$ cat src/rtl/bus_dev_fifo_port_if.sv
// bus_dev_fifo_port_if: device/arbiter-side signal bundle for bus_dev_fifo_port.
// The master modport is the side that drives strobes and data into the FIFOs
// (device + arbiter), the slave modport is the FIFO port itself.
// Optional build macro: RX_ADDR_FILTER_EN adds the rx_drop_cnt status output.
interface bus_dev_fifo_port_if #(
    parameter int unsigned pckg_sz   = 16,
    parameter int unsigned deep_fifo = 8
);
    localparam int unsigned CW = $clog2(deep_fifo + 1);

    // device side of the TX FIFO
    logic               tx_wr;
    logic [pckg_sz-1:0] tx_data;
    logic               tx_full;
    logic [CW-1:0]      tx_cnt;
    // arbiter side of the TX FIFO
    logic               pndng;
    logic [pckg_sz-1:0] D_pop;
    logic               pop;
    // arbiter side of the RX FIFO
    logic               push;
    logic [pckg_sz-1:0] D_push;
    // device side of the RX FIFO
    logic               rx_rd;
    logic [pckg_sz-1:0] rx_data;
    logic               rx_empty;
    logic [CW-1:0]      rx_cnt;
    // sticky error reporting
    logic               err_clr;
    logic               tx_ovf;
    logic               rx_ovf;
`ifdef RX_ADDR_FILTER_EN
    logic [7:0]         rx_drop_cnt;
`endif

    modport master (
        output tx_wr, tx_data, pop, push, D_push, rx_rd, err_clr,
        input  tx_full, tx_cnt, pndng, D_pop, rx_data, rx_empty, rx_cnt,
        input  tx_ovf, rx_ovf
`ifdef RX_ADDR_FILTER_EN
        , input rx_drop_cnt
`endif
    );

    modport slave (
        input  tx_wr, tx_data, pop, push, D_push, rx_rd, err_clr,
        output tx_full, tx_cnt, pndng, D_pop, rx_data, rx_empty, rx_cnt,
        output tx_ovf, rx_ovf
`ifdef RX_ADDR_FILTER_EN
        , output rx_drop_cnt
`endif
    );
endinterface

$ cat src/rtl/bus_dev_fifo_port.sv
// bus_dev_fifo_port: per-device endpoint to the bus generator/arbiter.
// TX FIFO is filled by the device and drained by the arbiter (pndng/pop/D_pop);
// RX FIFO is filled by the arbiter (push/D_push) and drained by the device.
// Both FIFOs are first-word-fall-through with fully registered head/status outputs.
// Optional build macro: RX_ADDR_FILTER_EN drops pushes not addressed to id/bcast
// and counts them in rx_drop_cnt.
module bus_dev_fifo_port #(
    parameter int unsigned pckg_sz   = 16,
    parameter int unsigned deep_fifo = 8,
    parameter logic [7:0]  id        = 8'd0,
    parameter logic [7:0]  bcast     = 8'hFF
) (
    input logic                clk,
    input logic                reset,
    bus_dev_fifo_port_if.slave bus
);
    localparam int unsigned    AW       = $clog2(deep_fifo);
    localparam int unsigned    CW       = $clog2(deep_fifo + 1);
    localparam logic [CW-1:0]  FULL_CNT = CW'(deep_fifo);
    localparam logic [CW-1:0]  ONE_CNT  = CW'(1);

    // ---------------- TX FIFO state ----------------
    logic [pckg_sz-1:0] tx_mem_q [deep_fifo];
    logic [AW-1:0]      tx_wr_ptr_q, tx_wr_ptr_d;
    logic [AW-1:0]      tx_rd_ptr_q, tx_rd_ptr_d;
    logic [AW-1:0]      tx_rd_nxt;
    logic [CW-1:0]      tx_cnt_q, tx_cnt_d;
    logic               tx_full_q, tx_full_d;
    logic               pndng_q, pndng_d;
    logic [pckg_sz-1:0] d_pop_q, d_pop_d;
    logic               tx_ovf_q, tx_ovf_d;
    logic               tx_rd_ok, tx_wr_ok, tx_drop;

    // ---------------- RX FIFO state ----------------
    logic [pckg_sz-1:0] rx_mem_q [deep_fifo];
    logic [AW-1:0]      rx_wr_ptr_q, rx_wr_ptr_d;
    logic [AW-1:0]      rx_rd_ptr_q, rx_rd_ptr_d;
    logic [AW-1:0]      rx_rd_nxt;
    logic [CW-1:0]      rx_cnt_q, rx_cnt_d;
    logic               rx_empty_q, rx_empty_d;
    logic [pckg_sz-1:0] rx_data_q, rx_data_d;
    logic               rx_ovf_q, rx_ovf_d;
    logic               rx_rd_ok, rx_wr_ok, rx_drop;
    logic               rx_addr_ok;

    // TX next-state: accept/drop decisions, pointers, count and registered head
    always_comb begin
        tx_rd_ok    = bus.pop && pndng_q;
        tx_wr_ok    = bus.tx_wr && (!tx_full_q || tx_rd_ok);
        tx_drop     = bus.tx_wr && tx_full_q && !tx_rd_ok;
        tx_rd_nxt   = tx_rd_ptr_q + AW'(1);
        tx_wr_ptr_d = tx_wr_ok ? tx_wr_ptr_q + AW'(1) : tx_wr_ptr_q;
        tx_rd_ptr_d = tx_rd_ok ? tx_rd_nxt : tx_rd_ptr_q;

        tx_cnt_d = tx_cnt_q;
        if (tx_wr_ok && !tx_rd_ok) begin
            tx_cnt_d = tx_cnt_q + ONE_CNT;
        end else if (!tx_wr_ok && tx_rd_ok) begin
            tx_cnt_d = tx_cnt_q - ONE_CNT;
        end
        tx_full_d = (tx_cnt_d == FULL_CNT);
        pndng_d   = (tx_cnt_d != '0);

        // The head register is loaded from whatever will be at the read pointer
        // after this edge: the incoming word when the FIFO is (about to be) empty
        // except for it, otherwise the stored successor of the popped word.
        if (tx_cnt_d == '0) begin
            d_pop_d = '0;
        end else if (tx_rd_ok) begin
            d_pop_d = (tx_cnt_q == ONE_CNT) ? bus.tx_data : tx_mem_q[tx_rd_nxt];
        end else if (tx_cnt_q == '0) begin
            d_pop_d = bus.tx_data;
        end else begin
            d_pop_d = d_pop_q;
        end

        tx_ovf_d = tx_ovf_q;
        if (bus.err_clr) begin
            tx_ovf_d = 1'b0;
        end
        if (tx_drop) begin
            tx_ovf_d = 1'b1;
        end
    end

    // RX next-state: mirrors TX, with the optional destination filter gating push
    always_comb begin
        rx_rd_ok    = bus.rx_rd && !rx_empty_q;
        rx_wr_ok    = bus.push && rx_addr_ok && ((rx_cnt_q != FULL_CNT) || rx_rd_ok);
        rx_drop     = bus.push && rx_addr_ok && (rx_cnt_q == FULL_CNT) && !rx_rd_ok;
        rx_rd_nxt   = rx_rd_ptr_q + AW'(1);
        rx_wr_ptr_d = rx_wr_ok ? rx_wr_ptr_q + AW'(1) : rx_wr_ptr_q;
        rx_rd_ptr_d = rx_rd_ok ? rx_rd_nxt : rx_rd_ptr_q;

        rx_cnt_d = rx_cnt_q;
        if (rx_wr_ok && !rx_rd_ok) begin
            rx_cnt_d = rx_cnt_q + ONE_CNT;
        end else if (!rx_wr_ok && rx_rd_ok) begin
            rx_cnt_d = rx_cnt_q - ONE_CNT;
        end
        rx_empty_d = (rx_cnt_d == '0);

        if (rx_cnt_d == '0) begin
            rx_data_d = '0;
        end else if (rx_rd_ok) begin
            rx_data_d = (rx_cnt_q == ONE_CNT) ? bus.D_push : rx_mem_q[rx_rd_nxt];
        end else if (rx_cnt_q == '0) begin
            rx_data_d = bus.D_push;
        end else begin
            rx_data_d = rx_data_q;
        end

        rx_ovf_d = rx_ovf_q;
        if (bus.err_clr) begin
            rx_ovf_d = 1'b0;
        end
        if (rx_drop) begin
            rx_ovf_d = 1'b1;
        end
    end

`ifdef RX_ADDR_FILTER_EN
    logic [7:0] rx_dest;
    logic [7:0] rx_drop_cnt_q, rx_drop_cnt_d;
    logic [7:0] rx_drop_base;

    // Destination filter and saturating discard counter (err_clr then count, so a
    // discard on the clearing edge leaves the counter at 1)
    always_comb begin
        rx_dest      = bus.D_push[pckg_sz-1 -: 8];
        rx_addr_ok   = (rx_dest == id) || (rx_dest == bcast);
        rx_drop_base = bus.err_clr ? '0 : rx_drop_cnt_q;
        rx_drop_cnt_d = rx_drop_base;
        if (bus.push && !rx_addr_ok && (rx_drop_base != '1)) begin
            rx_drop_cnt_d = rx_drop_base + 8'd1;
        end
    end

    // Discard counter register
    always_ff @(posedge clk or posedge reset) begin
        if (reset) begin
            rx_drop_cnt_q <= '0;
        end else begin
            rx_drop_cnt_q <= rx_drop_cnt_d;
        end
    end

    assign bus.rx_drop_cnt = rx_drop_cnt_q;
`else
    assign rx_addr_ok = 1'b1;
`endif

    // Control/status registers for both FIFOs; reset empties them immediately
    always_ff @(posedge clk or posedge reset) begin
        if (reset) begin
            tx_wr_ptr_q <= '0;
            tx_rd_ptr_q <= '0;
            tx_cnt_q    <= '0;
            tx_full_q   <= 1'b0;
            pndng_q     <= 1'b0;
            d_pop_q     <= '0;
            tx_ovf_q    <= 1'b0;
            rx_wr_ptr_q <= '0;
            rx_rd_ptr_q <= '0;
            rx_cnt_q    <= '0;
            rx_empty_q  <= 1'b1;
            rx_data_q   <= '0;
            rx_ovf_q    <= 1'b0;
        end else begin
            tx_wr_ptr_q <= tx_wr_ptr_d;
            tx_rd_ptr_q <= tx_rd_ptr_d;
            tx_cnt_q    <= tx_cnt_d;
            tx_full_q   <= tx_full_d;
            pndng_q     <= pndng_d;
            d_pop_q     <= d_pop_d;
            tx_ovf_q    <= tx_ovf_d;
            rx_wr_ptr_q <= rx_wr_ptr_d;
            rx_rd_ptr_q <= rx_rd_ptr_d;
            rx_cnt_q    <= rx_cnt_d;
            rx_empty_q  <= rx_empty_d;
            rx_data_q   <= rx_data_d;
            rx_ovf_q    <= rx_ovf_d;
        end
    end

    // Packet storage; not reset, validity is tracked by the pointers/counts
    always_ff @(posedge clk) begin
        if (tx_wr_ok) begin
            tx_mem_q[tx_wr_ptr_q] <= bus.tx_data;
        end
        if (rx_wr_ok) begin
            rx_mem_q[rx_wr_ptr_q] <= bus.D_push;
        end
    end

    assign bus.tx_full  = tx_full_q;
    assign bus.tx_cnt   = tx_cnt_q;
    assign bus.pndng    = pndng_q;
    assign bus.D_pop    = d_pop_q;
    assign bus.tx_ovf   = tx_ovf_q;
    assign bus.rx_empty = rx_empty_q;
    assign bus.rx_data  = rx_data_q;
    assign bus.rx_cnt   = rx_cnt_q;
    assign bus.rx_ovf   = rx_ovf_q;
endmodule

$ cat src/flat_wrapper.sv
// flat-port wrapper written by rule: the top's interface ports become plain ports
module bus_dev_fifo_port_flat 
#(
    parameter int unsigned pckg_sz   = 16,
    parameter int unsigned deep_fifo = 8,
    parameter logic [7:0]  id        = 8'd0,
    parameter logic [7:0]  bcast     = 8'hFF
)
  (clk, reset, bus_tx_wr, bus_tx_data, bus_pop, bus_push, bus_D_push, bus_rx_rd, bus_err_clr, bus_tx_full, bus_tx_cnt, bus_pndng, bus_D_pop, bus_rx_data, bus_rx_empty, bus_rx_cnt, bus_tx_ovf, bus_rx_ovf);
  bus_dev_fifo_port_if #(.pckg_sz(pckg_sz), .deep_fifo(deep_fifo)) bus_i ();
  input logic clk;
  input logic reset;
  input wire logic [$bits(bus_i.tx_wr)-1:0] bus_tx_wr;
  input wire logic [$bits(bus_i.tx_data)-1:0] bus_tx_data;
  input wire logic [$bits(bus_i.pop)-1:0] bus_pop;
  input wire logic [$bits(bus_i.push)-1:0] bus_push;
  input wire logic [$bits(bus_i.D_push)-1:0] bus_D_push;
  input wire logic [$bits(bus_i.rx_rd)-1:0] bus_rx_rd;
  input wire logic [$bits(bus_i.err_clr)-1:0] bus_err_clr;
  output wire logic [$bits(bus_i.tx_full)-1:0] bus_tx_full;
  output wire logic [$bits(bus_i.tx_cnt)-1:0] bus_tx_cnt;
  output wire logic [$bits(bus_i.pndng)-1:0] bus_pndng;
  output wire logic [$bits(bus_i.D_pop)-1:0] bus_D_pop;
  output wire logic [$bits(bus_i.rx_data)-1:0] bus_rx_data;
  output wire logic [$bits(bus_i.rx_empty)-1:0] bus_rx_empty;
  output wire logic [$bits(bus_i.rx_cnt)-1:0] bus_rx_cnt;
  output wire logic [$bits(bus_i.tx_ovf)-1:0] bus_tx_ovf;
  output wire logic [$bits(bus_i.rx_ovf)-1:0] bus_rx_ovf;
  assign bus_i.tx_wr = bus_tx_wr;
  assign bus_i.tx_data = bus_tx_data;
  assign bus_i.pop = bus_pop;
  assign bus_i.push = bus_push;
  assign bus_i.D_push = bus_D_push;
  assign bus_i.rx_rd = bus_rx_rd;
  assign bus_i.err_clr = bus_err_clr;
  assign bus_tx_full = bus_i.tx_full;
  assign bus_tx_cnt = bus_i.tx_cnt;
  assign bus_pndng = bus_i.pndng;
  assign bus_D_pop = bus_i.D_pop;
  assign bus_rx_data = bus_i.rx_data;
  assign bus_rx_empty = bus_i.rx_empty;
  assign bus_rx_cnt = bus_i.rx_cnt;
  assign bus_tx_ovf = bus_i.tx_ovf;
  assign bus_rx_ovf = bus_i.rx_ovf;
  bus_dev_fifo_port #(.pckg_sz(pckg_sz), .deep_fifo(deep_fifo), .id(id), .bcast(bcast)) u_core (.clk(clk), .reset(reset), .bus(bus_i));
endmodule
$ cat config.mk
export PLATFORM = sky130hd
export DESIGN_NAME = bus_dev_fifo_port_flat
export DESIGN_NICKNAME = d
export VERILOG_FILES = /design/src/rtl/bus_dev_fifo_port_if.sv /design/src/rtl/bus_dev_fifo_port.sv /design/src/flat_wrapper.sv
export SDC_FILE = /design/constraint.sdc
export NUM_CORES = 1
export LEC_CHECK = 0
export ABC_CLOCK_PERIOD_IN_PS = 3150
export BUFFER_PORTS_ARGS = -buffer_cell sky130_fd_sc_hd__clkbuf_2
export CAP_MARGIN = 20
export CELL_PAD_IN_SITES_DETAIL_PLACEMENT = 0
export CELL_PAD_IN_SITES_GLOBAL_PLACEMENT = 1
export CORE_AREA = 2 2 163 205
export CTS_CLUSTER_SIZE = 30
export DETAILED_ROUTE_END_ITERATION = 12
export DIE_AREA = 0 0 165 207
export PLACE_DENSITY_LB_ADDON = 0.1
export SLEW_MARGIN = 20
export SYNTH_ARGS = -nofsm -noshare
export SYNTH_HDL_FRONTEND = slang
export SYNTH_SLANG_ARGS = --single-unit
$ cat constraint.sdc
create_clock -name clk -period 3.15 [get_ports clk]
set_input_delay 0.1575 -clock clk [delete_from_list [all_inputs] [get_ports clk]]
set_output_delay 0.1575 -clock clk [all_outputs]
set_load 0.01 [all_outputs]
==> metrics.md <==
| Metric | Value |
|---|---|
| Fraction of final layout cells with drive strength greater than 1 | 0.2339 |
| Synthesized area | around 13,000 µm² |
| Psw | 5511 µW |
| CTS clk-pin slew, worst paths | approximately 60 ps |
| RSZ-0062 raised after global routing | no |
| CTS root buf | clkbuf_16 |
| Area contributors post-synth | edfxtp_1 (60%), dfrtp_1 (11%), mux2i_1 (5.2%) |
| Vias/cell | roughly 5.4 |
| Max-slew headroom | 0.2255 |
| Initial Util | 0.3942 |
| Routed length per instance | between 20 and 25 µm |
| Top cell type's share of synthesized area | 0.6035 |
| Core area | around 32,000 µm² |
| Post-place setup slack | between 600 and 700 ps |
| Critical Path, Cell by Cell | nand2_1 -> a21boi_0 -> nand2_1 -> nor3_2 -> buf_4 |
| Clock buffer depth | 3 |
| Number of flops mapped to enable cells by yosys | about 260 |
| Worst Max-Slew Pin Slew | around 1200 ps |
| Synth cell types | 58 |
| Fill cell count | approximately 2,800 |
| Cell row count | 74 |
| Largest net degree at the start of global routing | 43 |
| Power Density | 1022 nW/µm² |
| Max VDD drop | 0.6271 mV |
| Die Width | about 170 µm |
| Clk pwr share | 0.233 |
| IO Pins | 84 |
| Startpoint types | flop |
| TritonCTS clock tree | done |
| Overflow left after global routing | 0 |
| H-tree levels | 1 |
| Asr flop ratio synth | 0.1821 |
| Final number of max-transition violations | 0 |
| 1st-iter DRT viols | between 600 and 700 |
| Reg area | just over 9000 µm² |
| Worst Skew | approximately 20 ps |
| FF+latch count, synth | 313 |
| Fin nets | around 1,000 |
| GPL Wtd Cong | 0.7484 |
| Vias | 7,552 |
| Die Ht | 207 µm |
| Final hold vios | 0 |
| TritonRoute pass-1 iters | 5 |
| Worst Hold Depth | 3 |
| Flop pwr share | 0.377 |
| Largest stage delay, worst path | ~690 ps |
| Post-Synth XOR/XNOR Area | 0.008939 |
| R2R depth | 5 |
| DRC Markers | 0 |
| Post-Syn Instances | approximately 800 |
| Critical Path Sink Type | flop |
| Worst Setup Path Type | reg2reg |
| Clk Latency, worst-skew pair | approximately 560 ps |
| Most frequent CP cell | nand2_1 |
| Most frequent cells in the layout | edfxtp_1 (256), nand2_1 (88), clkbuf_2 (83) |
| Dominant synthesized flop cell | edfxtp_1 |
| Final worst path period need | roughly 2600 ps |
| Status | finished, final reports clean |
| Setup_tns | 0 ps |
| TritonCTS Buffers | 31 |
| Combinational share of power | 0.390 |
| Final setup violating endpoints | 0 |
| Worst hold path type | in2reg |
| Post-Synth Simple-Gate Area | 0.07731 |
| Yosys warning count | 0 |
| CTS Sinks | between 300 and 400 |
| Crit path DAT | ~2800 ps |
| Port buffer count | 83 |
| Commonest non-fill, non-tap cell in the layout | edfxtp_1 |
| Crit path max-delay cell type | a21boi_0 |
| Net Sw Frac | 0.3551 |
| DRT antenna net count | 0 |
| Syn_nets | 853 |
| Max-cap violations | 0 |
| Fin crit share | 0.8131 |
| Layout area overhead | 19.27% |
| Combinational family with the most area after synthesis | multiplexers |
| Adder-cell share of the synthesized area | 0.009823 |
| Int Pwr | 10,010 µW |
| Smallest hold slack | 54.98 ps |
| Antenna diodes | 0 |
| Sequential share of the synthesized area | 0.7156 |
| Worst-path fanout max | 9 |
| Final worst setup slack | just under 600 ps |
| WP data required | approximately 3400 ps |
| Post-CTS setup buffer count | 0 |
| LEAKAGE | approximately 0.0056 µW |
| Compound-Gate Fraction of Synth Area | 0.07181 |
| Detailed placer's ending HPWL | around 19 mm |
| Wire length of the first global-routing pass | 46.74 mm |
| Area leader, netlist | edfxtp_1 |
| Mean Syn Cell Area | around 16 µm² |
| Final wirelength | 30.81 mm |
| Initial antenna violation count | 0 |
| Mux contribution to synthesized area | 0.09784 |
| Multi-input combinational cell area | 3432 µm² |
| Vias in the first global route | 7,957 |
| Die ar. | ~34,000 µm² |
| Fmax achieved | 390.4 MHz |
| Total GRT Usage | 0.1824 |
[cells in the mapped netlist, types with 2 or more instances]
master,n
edfxtp_1,256
nand2_1,88
mux2i_1,66
dfrtp_1,56
a22oi_1,39
nand3_1,32
a21oi_1,28
mux4_2,25
nor2_1,25
a21oi_2,16
buf_2,16
clkbuf_1,15
nand2b_1,15
o22ai_1,13
ha_1,10
xnor2_1,10
inv_1,8
a311oi_1,7
nand4_1,7
and2_1,5
nor3_1,5
nor2b_1,4
a211oi_1,3
and3_1,3
buf_1,3
buf_4,3
buf_6,3
o21ai_0,3
or3_1,3
xor2_1,3
a311oi_2,2
a31oi_1,2
and3b_1,2
mux2_2,2
nand4b_1,2
o21a_1,2
[power by group through the flow]
stage / Sequential, µW / Clock, µW / Combinational, µW
floorplan: 5870 / 0 / 4100
global placement: 5890 / 0 / 6020
detailed placement: 5930 / 0 / 6090
CTS: 5850 / 3720 / 6160
global route: 5930 / 3890 / 6570
finish: 5850 / 3620 / 6050
[stage by stage]
| step | std cells | total power, µW | cell area (µm²) | utilization |
|---|---|---|---|---|
| 6_report | 1397 | 15520 | 15190 | 0.4701 |
| 5_1_grt | 1397 | 16390 | 15190 | 0.4701 |
| 4_1_cts | 1397 | 15730 | 15190 | 0.4701 |
| 3_5_place_dp | 1302 | 12020 | 13810 | 0.4274 |
| 3_3_place_gp | 1302 | 11910 | 13810 | 0.4274 |
| 2_1_floorplan | 804 | 9970 | 12740 | - |
[layout make-up]
| cell class | count | area share |
|---|---|---|
| multi-input cells | 442 | 0.2259 |
| clock inverters | 12 | 0.007248 |
| inverters | 9 | 0.002224 |
| clock buffers | 46 | 0.05938 |
| flip-flops and latches | 313 | 0.6000 |
| repair buffers | 157 | 0.07083 |
| well taps | 418 | 0.03443 |
[what timing repair did]
item                      4_1_cts  5_1_grt
resized for setup               0        0
hold buffers                   37        0
hold endpoints to repair      291        0
[worst max-delay path: cells and delay by family, from the launching register on]
kind | cells | cell delay (ps)
compound gates | 1 | 690
simple gates | 3 | 850
flops | 1 | 440
buf+inv | 1 | 260
[registers in the layout, indices dropped and copies added, names as in the netlist]
signal               flops
u_core.bus.rx_cnt        4
u_core.tx_mem_q        128
u_core.rx_rd_ptr_q       3
u_core.bus.tx_full       1
u_core.bus.rx_empty      1
u_core.tx_rd_ptr_q       3
u_core.bus.pndng         1
u_core.rx_mem_q        128
u_core.bus.tx_ovf        1
u_core.bus.tx_cnt        4
u_core.bus.D_pop        16
u_core.bus.rx_ovf        1
u_core.tx_wr_ptr_q       3
u_core.bus.rx_data      16
u_core.rx_wr_ptr_q       3
[per-layer routing]
metal / share of wire / track usage / up-vias
met5: 0 / 0 / -
met4: 0.039 / 0.07556 / 0
met3: 0.048 / 0.02583 / 66
met2: 0.51 / 0.3151 / 226
met1: 0.40 / 0.2280 / 3861
li1: - / - / 3399
[cell families (layout without fill, tap and decap cells)]
kind of cell | after synthesis | in the layout
adders and majority gates | 10 | 10
DFF | 313 | 313
AOI/OAI and AO/OA | 126 | 126
muxes | 93 | 93
and+or+nand+nor | 200 | 200
xor gates and xnor gates | 13 | 13
buffers and inverters | 49 | 224
[worst paths after layout]
path	endpoint	slack [ps]	from
worst min register to register	u_core.tx_rd_ptr_q[1]	490	u_core.tx_rd_ptr_q[1]
worst min-delay path	u_core.bus.rx_cnt[1]	50	bus_rx_rd
max in group asynchronous	u_core.bus.D_pop[10]	2040	reset
worst max-delay path	u_core.tx_mem_q[1][2]	590	u_core.bus.pndng
min in group asynchronous	u_core.bus.D_pop[9]	290	reset
worst max register to register	u_core.tx_mem_q[1][2]	590	u_core.bus.pndng
(Power assumes the default switching activity.)
